==> config.mk <==
export PLATFORM = sky130hd
export DESIGN_NAME = occupancy_display
export DESIGN_NICKNAME = d
export VERILOG_FILES = /design/src/rtl/occupancy_display.sv
export SDC_FILE = /design/constraint.sdc
export NUM_CORES = 1
export LEC_CHECK = 0
export CAP_MARGIN = 30
export CORE_MARGIN = 2
export CORE_UTILIZATION = 53
export DETAILED_ROUTE_END_ITERATION = 10
export PLACE_DENSITY = 0.89
export SLEW_MARGIN = 20
export SYNTH_ARGS = -nofsm -noshare
export SYNTH_HDL_FRONTEND = slang
export SYNTH_SLANG_ARGS = --single-unit
==> constraint.sdc <==
create_clock -name clk -period 3.45 [get_ports clk]
set_clock_uncertainty 0.05 [all_clocks]
set_input_delay 0.345 -clock clk [delete_from_list [all_inputs] [get_ports clk]]
set_output_delay 0.345 -clock clk [all_outputs]
set_load 0.01 [all_outputs]
==> src/rtl/occupancy_display.sv <==
// Parking-lot occupancy display: 7-seg digit, empty/full flags, blinking FULL lamp, activity lamps, reject tally.
// Optional OCC_PEAK_EN adds a peak-occupancy output. Outputs lag count by one cycle; no backpressure.
module occupancy_display #(
    parameter int CAPACITY     = 7,
    parameter int BLINK_DIV    = 8,
    parameter int FLASH_CYCLES = 4
) (
    input  logic       clk,
    input  logic       reset_n,
    input  logic [2:0] count,
    input  logic       in_pulse,
    input  logic       out_pulse,
    input  logic       clear_rej,
    output logic [6:0] seg,
    output logic       empty,
    output logic       full,
    output logic       full_led,
    output logic       led_in,
    output logic       led_out,
    output logic [3:0] reject_cnt
`ifdef OCC_PEAK_EN
    ,
    output logic [2:0] peak
`endif
);

    localparam logic [2:0] CAP = 3'(CAPACITY);
    localparam int BW = $clog2(BLINK_DIV + 1);
    localparam int TW = $clog2(FLASH_CYCLES + 1);
    localparam logic [BW-1:0] BLINK_LAST = BW'(BLINK_DIV - 1);
    localparam logic [TW-1:0] FLASH_LOAD = TW'(FLASH_CYCLES);

    typedef enum logic [1:0] {
        S_EMPTY = 2'd0,
        S_AVAIL = 2'd1,
        S_FULL  = 2'd2
    } state_t;

    state_t        state;
    state_t        state_nxt;
    logic [6:0]    seg_nxt;
    logic [BW-1:0] blink_cnt;
    logic [TW-1:0] in_tmr;
    logic [TW-1:0] out_tmr;

    always_comb begin
        state_nxt = S_AVAIL;
        if (count == 3'd0)
            state_nxt = S_EMPTY;
        else if (count >= CAP)
            state_nxt = S_FULL;
    end

    // Active-low segments {g,f,e,d,c,b,a}
    always_comb begin
        seg_nxt = 7'h40;
        case (count)
            3'd0: seg_nxt = 7'h40;
            3'd1: seg_nxt = 7'h79;
            3'd2: seg_nxt = 7'h24;
            3'd3: seg_nxt = 7'h30;
            3'd4: seg_nxt = 7'h19;
            3'd5: seg_nxt = 7'h12;
            3'd6: seg_nxt = 7'h02;
            3'd7: seg_nxt = 7'h78;
            default: seg_nxt = 7'h40;
        endcase
    end

    always_ff @(posedge clk or negedge reset_n) begin
        if (!reset_n) begin
            state <= S_EMPTY;
            seg   <= 7'h40;
            empty <= 1'b1;
            full  <= 1'b0;
        end else begin
            state <= state_nxt;
            seg   <= seg_nxt;
            empty <= (state_nxt == S_EMPTY);
            full  <= (state_nxt == S_FULL);
        end
    end

    // Lamp turns on at the edge entering FULL, then toggles every BLINK_DIV cycles.
    always_ff @(posedge clk or negedge reset_n) begin
        if (!reset_n) begin
            full_led  <= 1'b0;
            blink_cnt <= '0;
        end else if (state_nxt != S_FULL) begin
            full_led  <= 1'b0;
            blink_cnt <= '0;
        end else if (state != S_FULL) begin
            full_led  <= 1'b1;
            blink_cnt <= '0;
        end else if (blink_cnt == BLINK_LAST) begin
            full_led  <= ~full_led;
            blink_cnt <= '0;
        end else begin
            blink_cnt <= blink_cnt + BW'(1);
        end
    end

    always_ff @(posedge clk or negedge reset_n) begin
        if (!reset_n) begin
            in_tmr  <= '0;
            out_tmr <= '0;
        end else begin
            if (in_pulse)
                in_tmr <= FLASH_LOAD;
            else if (in_tmr != '0)
                in_tmr <= in_tmr - TW'(1);
            if (out_pulse)
                out_tmr <= FLASH_LOAD;
            else if (out_tmr != '0)
                out_tmr <= out_tmr - TW'(1);
        end
    end

    assign led_in  = (in_tmr != '0);
    assign led_out = (out_tmr != '0);

    always_ff @(posedge clk or negedge reset_n) begin
        if (!reset_n)
            reject_cnt <= 4'd0;
        else if (clear_rej)
            reject_cnt <= 4'd0;
        else if (in_pulse && (count >= CAP) && (reject_cnt != 4'hF))
            reject_cnt <= reject_cnt + 4'd1;
    end

`ifdef OCC_PEAK_EN
    always_ff @(posedge clk or negedge reset_n) begin
        if (!reset_n)
            peak <= 3'd0;
        else if (clear_rej)
            peak <= count;
        else if (count > peak)
            peak <= count;
    end
`endif

endmodule

==> flow_results.xml <==
<?xml version="1.0" encoding="UTF-8"?>
<metrics>
  <group name="timing">
    <metric name="maxSlewHeadroom" unit="%">70.5</metric>
    <metric name="fin_crit_sh" unit="%">61.4</metric>
    <metric name="shortest_period_the_worst_path_allows" unit="ps">2120</metric>
    <metric name="report.final.setup_viol" unit="">0</metric>
    <metric name="setup-tns-final" unit="ps">0</metric>
    <metric name="final-max-slew-violation-count" unit="">0</metric>
    <metric name="tightest_slew" unit="ps">442</metric>
    <metric name="hold_violations" unit="">0</metric>
    <metric name="rsz0062_at_grt" unit="">false</metric>
    <metric name="finalWorstSetupSlack" unit="ps">1330</metric>
    <metric name="timing.fmax" unit="MHz">472</metric>
  </group>
  <group name="clock_network">
    <metric name="postCtsResizedCells" unit="">0</metric>
    <metric name="cts-buffers-inserted" unit="">3</metric>
    <metric name="cts_setup_buffers" unit="">0</metric>
    <metric name="clock_tree_root_buffer_cell" unit="">sky130_fd_sc_hd__clkbuf_4</metric>
    <metric name="tritoncts" unit="">yes</metric>
    <metric name="h_tree_depth_reported_by_cts" unit="">1</metric>
    <metric name="clkLatencyLatePin" unit="ps">310</metric>
    <metric name="clk_pin_slew" unit="ps">130</metric>
    <metric name="clock_sink_count" unit="">25</metric>
    <metric name="cts-hold-fix-buffers" unit="">0</metric>
    <metric name="clock_path_buffers" unit="">2</metric>
  </group>
  <group name="finish">
    <metric name="nets" unit="">145</metric>
    <metric name="syn_to_final_growth" unit="%">26.4</metric>
    <metric name="fill_cells" unit="">148</metric>
    <metric name="drive_above_1_share" unit="%">7.14</metric>
    <metric name="diodes" unit="">0</metric>
  </group>
  <group name="flow_run">
    <metric name="max_cap_violations" unit="">0</metric>
  </group>
  <group name="global_route">
    <metric name="globalRouteOverflowTotal" unit="">0</metric>
    <metric name="grt_most_used_layer" unit="">met2</metric>
    <metric name="groute.layer.met2.usage" unit="%">29.2</metric>
    <metric name="grtUsageMet1" unit="%">20.5</metric>
    <metric name="initial_antenna_violation_count" unit="">0</metric>
    <metric name="global_route_wire_length_before_repair" unit="µm">3230</metric>
    <metric name="gr-usage-met3" unit="%">3.27</metric>
    <metric name="track_usage" unit="%">17.2</metric>
    <metric name="first_global_vias" unit="">788</metric>
    <metric name="grt_start_max_net_pins" unit="">18</metric>
  </group>
  <group name="worst_setup_path">
    <metric name="worst-path-max-fanout" unit="">4</metric>
    <metric name="criticalPathCategory" unit="">reg -&gt; out</metric>
    <metric name="startpoint_type" unit="">flop</metric>
    <metric name="critPathRequiredTime" unit="ps">3050</metric>
    <metric name="cp.arrival" unit="ps">1720</metric>
    <metric name="critical_path.endpoint_type" unit="">output port</metric>
  </group>
  <group name="detailed_routing">
    <metric name="first_pass_iters" unit="">3</metric>
    <metric name="route.detailed.vias_per_inst" unit="">5.05</metric>
    <metric name="post-route-drc-count" unit="">0</metric>
    <metric name="drt_iter0_markers" unit="">7</metric>
    <metric name="via_count" unit="">772</metric>
    <metric name="wl_per_cell" unit="µm">12.3</metric>
    <metric name="postRouteAntennaNets" unit="">0</metric>
    <metric name="wl" unit="µm">1890</metric>
  </group>
  <group name="placed_design">
    <metric name="place_ws" unit="ps">1430</metric>
    <metric name="routabilityCongestion" unit="">0.708</metric>
    <metric name="port-buffer-count" unit="">23</metric>
    <metric name="dpl.hpwl" unit="µm">1500</metric>
  </group>
  <group name="worst_hold_path">
    <metric name="timing.hold.worst.class" unit="">in -&gt; async</metric>
  </group>
  <group name="floorplanning">
    <metric name="coreArea" unit="µm²">1980</metric>
    <metric name="die_y" unit="µm">50.2</metric>
    <metric name="floorplan.die_area" unit="µm²">2520</metric>
    <metric name="dieWidth" unit="µm">50.2</metric>
    <metric name="io_pins" unit="">24</metric>
    <metric name="core.rowCount" unit="">16</metric>
    <metric name="floorplan.initialDensity" unit="%">57.0</metric>
  </group>
  <group name="status">
    <metric name="run_status" unit="">completed</metric>
  </group>
  <group name="power">
    <metric name="power.ir.vdd_worst" unit="mV">0.349</metric>
    <metric name="power.leakage" unit="nW">0.651</metric>
    <metric name="power_density" unit="nW/µm²">481</metric>
  </group>
  <group name="synthesis">
    <metric name="synth_seq_cells" unit="">25</metric>
    <metric name="post_synth_num_cell_types" unit="">26</metric>
    <metric name="basic_gate_share_of_the_synthesized_area_counting_and_or_nand_and_nor_cells" unit="%">14.3</metric>
    <metric name="yosys.area_share.xor_xnor" unit="%">4.65</metric>
    <metric name="netlist.top_cell.by_area" unit="">sky130_fd_sc_hd__dfrtp_1</metric>
    <metric name="synthMuxAreaShare" unit="%">2.77</metric>
    <metric name="syn_inst" unit="">99</metric>
    <metric name="synth_top_cell_area_share" unit="%">50.9</metric>
    <metric name="postSynthNetCount" unit="">117</metric>
    <metric name="synth.area.top_cells" unit="">sky130_fd_sc_hd__dfrtp_1 (51%), sky130_fd_sc_hd__ha_1 (11%), sky130_fd_sc_hd__dfstp_2 (4.7%)</metric>
    <metric name="synth_compound_area_share" unit="%">7.64</metric>
    <metric name="synth_area" unit="µm²">1130</metric>
    <metric name="syn_area_per_cell" unit="µm²">11.4</metric>
    <metric name="synthAdderAreaFrac" unit="%">11.1</metric>
    <metric name="synthesis_warnings" unit="">0</metric>
    <metric name="synth-seq-area-share" unit="%">55.6</metric>
    <metric name="synth_top_family_by_area" unit="">simple AND/OR/NAND/NOR gates</metric>
  </group>
</metrics>
[state kept, by name (all words and copies together), names as in the netlist]
| name | flops |
|---|---|
| state | 1 |
| seg | 7 |
| out_tmr | 3 |
| blink_cnt | 4 |
| empty | 1 |
| in_tmr | 3 |
| full | 1 |
| full_led | 1 |
| reject_cnt | 4 |
[layout make-up]
| type | count | area (µm²) | share of cell area, % |
|---|---|---|---|
| multi-input cells | 63 | 457 | 32.0 |
| repair buffers | 24 | 245 | 17.2 |
| inverters | 10 | 37.5 | 2.63 |
| well taps | 27 | 33.8 | 2.37 |
| flip-flops and latches | 25 | 628 | 44.0 |
| clock buffers | 4 | 26.3 | 1.84 |
[through the flow]
stage | power (mW) | instances | area [µm²] | hold WS (ps) | utilization (%)
floorplan | 0.481 | 99 | 1130 | -0.591 | -
global placement | 0.546 | 148 | 1390 | 408 | 69.9
detailed placement | 0.569 | 149 | 1400 | 417 | 70.7
CTS | 0.696 | 153 | 1430 | 276 | 72.0
global route | 0.736 | 153 | 1430 | 271 | 72.0
finish | 0.686 | 153 | 1430 | 266 | 72.0
[synthesized netlist by cell type]
library cell,n
sky130_fd_sc_hd__a211oi_1,2
sky130_fd_sc_hd__a21boi_0,1
sky130_fd_sc_hd__a21o_2,1
sky130_fd_sc_hd__a21oi_1,6
sky130_fd_sc_hd__and2_0,1
sky130_fd_sc_hd__and2_1,1
sky130_fd_sc_hd__and3_1,1
sky130_fd_sc_hd__buf_4,1
sky130_fd_sc_hd__dfrtp_1,23
sky130_fd_sc_hd__dfstp_2,2
sky130_fd_sc_hd__ha_1,10
sky130_fd_sc_hd__inv_1,10
sky130_fd_sc_hd__mux2_2,1
sky130_fd_sc_hd__mux2i_1,2
sky130_fd_sc_hd__nand2_1,2
sky130_fd_sc_hd__nand2b_1,2
sky130_fd_sc_hd__nand3_1,3
sky130_fd_sc_hd__nand4_4,1
sky130_fd_sc_hd__nor2_1,12
sky130_fd_sc_hd__nor2b_1,3
sky130_fd_sc_hd__nor3_1,2
sky130_fd_sc_hd__o21ai_0,2
sky130_fd_sc_hd__o31ai_1,2
sky130_fd_sc_hd__or3_1,2
sky130_fd_sc_hd__xnor2_1,4
sky130_fd_sc_hd__xor2_1,2
[worst paths after layout]
path | cells past startpoint | from | slack [ps] | end
setup / recovery | 4 | in_tmr[0] | 1330 | led_in
hold reg to reg | 1 | blink_cnt[0] | 430 | blink_cnt[0]
hold / removal | 1 | reset_n | 270 | full_led
max in group asynchronous | 2 | reset_n | 2550 | seg[6]
min in group clk | 1 | blink_cnt[0] | 430 | blink_cnt[0]
setup reg to reg | 5 | reject_cnt[0] | 1870 | reject_cnt[3]
[critical path: stages, from the launching register on]
cell                              delay (ps)
sky130_fd_sc_hd__dfrtp_1                 390
sky130_fd_sc_hd__inv_1                    70
sky130_fd_sc_hd__ha_1                    220
sky130_fd_sc_hd__nand2b_1                160
sky130_fd_sc_hd__clkdlybuf4s50_1         560
[power breakdown]
part           leakage [nW]  switching [mW]  internal (mW)
sequential            0.314          0.0257          0.334
clock                0.0150          0.0798         0.0453
combinational         0.323           0.103         0.0992
[cells by family after synthesis]
family / count (synthesis)
compound gates: 14
xor+xnor: 6
fa+ha+maj: 10
buf+inv: 11
flops: 25
mux: 3
simple gates: 30
[layout by cell type (no fill, tap or decap), types with 2 or more instances in the layout]
cell                              synthesis  routed
sky130_fd_sc_hd__ha_1                    10      10
sky130_fd_sc_hd__mux2i_1                  2       2
sky130_fd_sc_hd__a211oi_1                 2       2
sky130_fd_sc_hd__o31ai_1                  2       2
sky130_fd_sc_hd__dfrtp_1                 23      23
sky130_fd_sc_hd__nor2_1                  12      12
sky130_fd_sc_hd__or3_1                    2       2
sky130_fd_sc_hd__dfstp_2                  2       2
sky130_fd_sc_hd__xnor2_1                  4       4
sky130_fd_sc_hd__nand3_1                  3       3
sky130_fd_sc_hd__clkbuf_4                 0       3
sky130_fd_sc_hd__nand2b_1                 2       2
sky130_fd_sc_hd__nor3_1                   2       2
sky130_fd_sc_hd__a21oi_1                  6       6
sky130_fd_sc_hd__nand2_1                  2       2
sky130_fd_sc_hd__inv_1                   10      10
sky130_fd_sc_hd__o21ai_0                  2       2
sky130_fd_sc_hd__nor2b_1                  3       3
sky130_fd_sc_hd__xor2_1                   2       2
sky130_fd_sc_hd__clkdlybuf4s50_1          0      23
[metal layers]
layer | part of all wire, % | wire length, µm
met5 | 0 | 0
met4 | 1.9 | 36
met3 | 3.9 | 74
met2 | 48 | 914
met1 | 46 | 860
No activity file was read; power rests on OpenSTA's default activity.
